`config.mk`:
```
export PLATFORM = sky130hd
export DESIGN_NAME = ex_issue_ctl
export DESIGN_NICKNAME = d
export VERILOG_FILES = /design/src/rtl/ex_issue_ctl.sv
export SDC_FILE = /design/constraint.sdc
export NUM_CORES = 1
export LEC_CHECK = 0
export BUFFER_PORTS_ARGS = -buffer_cell sky130_fd_sc_hd__buf_2
export CORE_ASPECT_RATIO = 0.75
export CORE_UTILIZATION = 44
export CTS_BUF_LIST = sky130_fd_sc_hd__clkbuf_8
export CTS_CLUSTER_DIAMETER = 100
export CTS_CLUSTER_SIZE = 28
export DETAILED_ROUTE_END_ITERATION = 7
export PLACE_DENSITY = 0.82
export SLEW_MARGIN = 20
export SYNTH_ARGS = -nofsm -noshare
export SYNTH_HDL_FRONTEND = slang
export SYNTH_SLANG_ARGS = --single-unit
```
`constraint.sdc`:
```
create_clock -name clk -period 2.2 [get_ports clk]
set_input_delay 0 -clock clk [delete_from_list [all_inputs] [get_ports clk]]
set_output_delay 0 -clock clk [all_outputs]
set_load 0.03 [all_outputs]
```
`src/rtl/ex_issue_ctl.sv`:
```
// ID/EX pipeline register with a DIVU sequencer: captures decode operands every
// cycle, and while a DIVU sits in EX it freezes itself and counts divider cycles.
module ex_issue_ctl #(
  parameter int DIV_CYCLES = 32
) (
  input  logic        clk,
  input  logic        reset,
  input  logic        id_valid,
  input  logic [1:0]  id_ALUOp,
  input  logic [31:0] id_dataA,
  input  logic [31:0] id_dataB,
  input  logic [5:0]  id_Funct,
  input  logic [4:0]  id_extend_SHT,
  input  logic [4:0]  id_rd,
  input  logic        id_RegWrite,
  input  logic        id_flush,
  output logic [1:0]  ALUOp,
  output logic [31:0] dataA,
  output logic [31:0] dataB,
  output logic [5:0]  Funct,
  output logic [4:0]  extend_SHT,
  output logic [6:0]  total,
  output logic [4:0]  ex_rd,
  output logic        ex_RegWrite,
  output logic        ex_valid,
  output logic        stall,
  output logic        div_busy
);

  localparam logic [0:0] IDLE       = 1'b0;
  localparam logic [0:0] DIV        = 1'b1;
  localparam logic [1:0] ALUOP_RTYPE = 2'b10;
  localparam logic [5:0] FUNCT_DIVU  = 6'b011011;
  localparam logic [6:0] TOTAL_LAST  = 7'(DIV_CYCLES);

  if (DIV_CYCLES < 1 || DIV_CYCLES > 126) begin : g_bad_div_cycles
    $error("ex_issue_ctl: DIV_CYCLES must be in 1..126");
  end

  logic [0:0] state;
  logic       is_div_id;

  assign is_div_id = id_valid && (id_ALUOp == ALUOP_RTYPE) && (id_Funct == FUNCT_DIVU);

  // Derived only from state and total so the front-end stall never depends on ID timing.
  assign div_busy = (state == DIV);
  assign stall    = div_busy && (total != TOTAL_LAST);

  // NOTE: every register here is sequential state, so it is written with <= only;
  // blocking assignments would let later statements see half-updated values.
  always_ff @(posedge clk or posedge reset) begin
    if (reset) begin
      state       <= IDLE;
      total       <= '0;
      ALUOp       <= '0;
      dataA       <= '0;
      dataB       <= '0;
      Funct       <= '0;
      extend_SHT  <= '0;
      ex_rd       <= '0;
      ex_RegWrite <= 1'b0;
      ex_valid    <= 1'b0;
    end else if (stall) begin
      // Divide in progress: EX contents hold, ID is held upstream, flush is ignored.
      total <= total + 7'd1;
    end else begin
      total <= '0;
      if (id_flush) begin
        state       <= IDLE;
        ALUOp       <= '0;
        dataA       <= '0;
        dataB       <= '0;
        Funct       <= '0;
        extend_SHT  <= '0;
        ex_rd       <= '0;
        ex_RegWrite <= 1'b0;
        ex_valid    <= 1'b0;
      end else begin
        state       <= is_div_id ? DIV : IDLE;
        ALUOp       <= id_ALUOp;
        dataA       <= id_dataA;
        dataB       <= id_dataB;
        Funct       <= id_Funct;
        extend_SHT  <= id_extend_SHT;
        ex_rd       <= id_rd;
        // DIVU results go to HI/LO, never to the register file.
        ex_RegWrite <= id_RegWrite && !is_div_id;
        ex_valid    <= id_valid;
      end
    end
  end

endmodule
```
======== After elaboration in Yosys (flattened, before gate mapping) ========
Index checks and enable logic that the tools add are counted.
storage, ports and cells
  flip-flop bits (word level) ............. 92
  latch bits .............................. 0
  bits in writable memories ............... 0
  ROM bits ................................ 0
  bits of input ports ..................... 87
  output and inout bits ................... 93
  memories kept ........................... 0
operators by class
  $add $sub $neg .......................... 1
  $mul .................................... 0
  divide/modulo/power cells ............... 0
  $lt $le $gt $ge ......................... 0
  equality and inequality tests ........... 3
  shifts and indexed selects .............. 0
  mux-type cells .......................... 11
  bitwise operators ....................... 0
  reductions and logical operators ........ 5
operators by type and width
  cell                   count
  $mux W32               2
  $mux W5                2
  $add A7 B1 Y7 const B  1
  $mux W7                1
  $ne A7 B6 Y1 const B   1
  $eq A6 B5 Y1 const B   1
  $mux W6                1
  $logic_and A1 B1 Y1    4
  $mux W1                4
  $eq A2 B2 Y1 const B   1
  $mux W2                1
  $logic_not A1 Y1       1

======== Longest topological paths before layout ========
  depth in word-level cells ............... 6
  gate-level depth with buffers ........... 8

======== Worst setup path after synthesis ========
No wires, ideal clock.
  path type ............................... reg2reg
  start point ............................. register total[0]
  end point ............................... register ALUOp[0]
  setup time .............................. 0.127 ns
  arrival ................................. 1.729 ns
  path slack .............................. 0.343 ns
  cell stages (with the launch flop) ...... 8
  path buffers ............................ 2
  clock period less this slack ............ 1.857 ns
  path through ............................ dfrtp_1 inv_1 ha_1 nand4bb_1 o31ai_2 buf_4 buf_6 mux2_1
on the way
  cells in the longest elaborated chain, start to end .. 2
ends and longest elaborated chain
  item                    RTL line  source
  from (decl)             22        output logic [6:0] total,
  from (signal assigned)  65        total <= total + 7'd1;
  $ne A7 B6 Y1            47        assign stall = div_busy && (total != TOTAL_LAST);
  $logic_and A1 B1 Y1     47
  to (signal assigned)    80        ALUOp <= id_ALUOp;
  to (decl)               17        output logic [1:0] ALUOp,
Every way passes these cells.
A chain may end at the register's enable or synchronous reset.

======== Worst setup path after layout ========
  start point ............................. register total[0]
  end point ............................... output stall
on the way
  cells in the longest elaborated chain, start to end .. 2
ends and longest elaborated chain
  item                 RTL line  source
  $ne A7 B6 Y1         47
  $logic_and A1 B1 Y1  47
  to (decl)            26        output logic stall,
Every way passes these cells.

==> metrics.txt <==
run status finished, final reports clean; final net count 655; # DRC 0; total number of placement rows 30; Max rail drop VDD 450.5 uV; Clk network pwr share 31.2%; top library cells by usage in the layout, fill and taps aside buf_2, dfrtp_1, nor2b_1; worst setup margin 0.1892 ns; last weighted congestion value of the routability-driven placer 0.7460; detailed placement HPWL 6278 um; Congestion Overflow GR 0; Final Hold Vio Count 0; Reg-to-Reg Start total[0]$_DFF_PP0_; fraction of the yosys area taken by sequential cells 55.89%; cell-by-cell trace of the critical path inv_1, ha_1, nand4bb_1, o31ai_4, buf_12, inv_2, buf_2; cells after synthesis 312; average routed wire per standard cell 14.08 um; I/O pins 180; Final ANT Viol Nets 0; startpoint-to-endpoint class of the critical path reg -> out; Period minus WS final 2.011 ns; slew margin rel. 54.36%; number of buffers added on ports 179; maximum level of the CTS H-tree 3; Fin Setup TNS 0 ns; reg2reg setup slack 0.25 ns; Layout Area Growth over Synthesis 48.45%; launching instance or port of the critical path total[0]$_DFF_PP0_; number of vias per cell 4.664; antenna violations before repair 0; number of buffers created by CTS 9; Total Wirelength 9839 um; highest cell delay on the worst timing path 0.42 ns; layout cells sized above 1 36.60%; number of vias in the routed layout 3,260; FF-to-FF End dataA[12]$_DFFE_PP0N_; drt first-iter violations 83; max-slew violations 0; Final Setup Violations 0; transition time at the pin with the least slew margin 0.6846 ns; nets in the synthesized netlist 401; Max Cap Violations 0; clock root buffer master clkbuf_8; number of global-route vias before repair 3,476; antenna diode count 0; chip width 113.7 um; maximum clock rate 497.3 MHz; power density cells 584.5 nW/um^2; later-pin clock latency in the skew report 0.35 ns; Yosys reg bits 92; post-route clock period utilization 91.40%; most common cell after layout, fill and taps aside buf_2; element type at the critical path start register; clock slew at the register clock pins of the worst setup and hold paths 0.08 ns; die outline area 9756 sq um; post-synthesis instance area 4119 sq um; critical path fanouts, max 51; worst setup timing slack at the placement stage 0.2475 ns; global-route wire length before repair 16,410 um; static power due to leakage 3.180 nW; CP endpoint kind output pin; slowest cell on the critical path dfrtp_1; net switching fraction of the power 26.07%; part of the power in registers 50.6%; Synth cell types 28; worst setup path end stall; Int Pwr 0.002642 W; total of cells resized after clock tree synthesis 0; # clock sinks 92; unrepaired setup endpoints after global routing no; Req. time, crit path 2.20 ns; count of synthesis-stage warnings from yosys 0; data arrival time of the critical path 2.01 ns; maximum number of pins on one net before global-route repair 56; initial core utilization 45.34%; mean post-synth cell area 13.20 sq um; number of iterations in the first detailed-routing pass 4; R2R depth 6; overall routing resource usage 21.66%; Vert. Die Dim 85.79 um; share of power burned in combinational logic 18.2%; Max Buffers Root-to-Sink 2; Setup Skew 0.003651 ns; net load switching power 0.0009316 W; CTS tree yes; Tightest Hold Check Type in -> reg; placeable core region 9084 sq um
==> registers in the layout (all words and copies together) (netlist names) <==
register,cells
Funct,6
ex_RegWrite,1
dataB,32
extend_SHT,5
ex_valid,1
div_busy,1
dataA,32
ex_rd,5
ALUOp,2
total,7
==> per-layer routing <==
layer	track usage (%)	wire [um]	vias to the layer above
li1	-	-	1545
met3	6.996	640	18
met5	0	0	-
met1	24.36	4023	1584
met4	7.656	176	0
met2	38.75	4997	113
==> worst max-delay path, delay by kind of cell (launching register included) <==
kind / cells / cell delay, ns
buf+inv: 4 / 0.62
flops: 1 / 0.42
fa+ha+maj: 1 / 0.14
compound gates: 1 / 0.32
simple gates: 1 / 0.15
==> power groups by stage <==
stage,registers [W],clock network (W),logic (W)
2_1_floorplan,0.00200,0,0.000180
3_3_place_gp,0.00183,0,0.000531
3_5_place_dp,0.00184,0,0.000547
4_1_cts,0.00181,0.00117,0.000654
5_1_grt,0.00182,0.00125,0.000703
6_report,0.00181,0.00111,0.000652
==> final cells by class <==
| type | instances | area (sq um) |
|---|---|---|
| Timing Repair Buffer | 262 | 1764 |
| Sequential cell | 92 | 2302 |
| Clock buffer | 11 | 151.4 |
| Clock inverter | 5 | 45.04 |
| Fill cell | 685 | 2969 |
| Tap cell | 128 | 160.2 |
| Multi-Input combinational cell | 196 | 1669 |
| Inverter | 5 | 22.52 |
==> how the worst min path moves through the flow <==
stage                       from                    end  cells after the start
CTS                 id_dataA[23]  dataA[23]$_DFFE_PP0N_                      3
finish              id_dataA[23]  dataA[23]$_DFFE_PP0N_                      3
global route        id_dataA[12]  dataA[12]$_DFFE_PP0N_                      3
floorplan            id_ALUOp[0]   div_busy$_DFFE_PP0N_                      1
detailed placement         reset  dataB[24]$_DFFE_PP0N_                      3
global placement           reset  dataB[25]$_DFFE_PP0N_                      3
==> cells by family after synthesis <==
family                   share of synthesized area, %
buffers and inverters                           3.797
AND/OR/NAND/NOR                                 14.88
multiplexers                                    22.96
XOR/XNOR                                       0.6380
adder cells (fa/ha/maj)                        0.6074
flip-flops                                      55.89
AO/OA/AOI/OAI                                   1.215
==> cells in the mapped netlist, drive strengths merged <==
master	n	share of area (%)
a21oi	2	0.24
a41oi	1	0.21
and2	1	0.15
and3b	1	0.21
and4b	1	0.24
buf	12	2.7
clkbuf	7	0.64
dfrtp	92	56
ha	2	0.61
inv	5	0.46
mux2	84	23
nand2	3	0.27
nand2b	1	0.15
nand3	3	0.36
nand4bb	1	0.27
nor2	5	0.46
nor2b	82	12
o21ai	2	0.24
o31ai	1	0.30
o41ai	1	0.21
or3	2	0.30
xnor2	1	0.21
xor2	2	0.43
==> through the flow <==
step                hold slack, ns  area (sq um)  power (W)  util, %  instances
floorplan                  0.09616          4123   0.002179        -        312
global placement            0.1072          5137   0.002366    56.56        605
detailed placement          0.1160          5137   0.002387    56.56        605
CTS                       0.001754          6105   0.003627    67.20        698
global route               0.01057          6115   0.003771    67.31        699
finish                     0.01941          6115   0.003574    67.31        699
==> timing repair <==
item	in CTS	in global routing
hold endpoints to repair	165	1
setup buffers	0	0
hold buffers	77	1
Note: power is estimated with default switching activity, not from simulation.
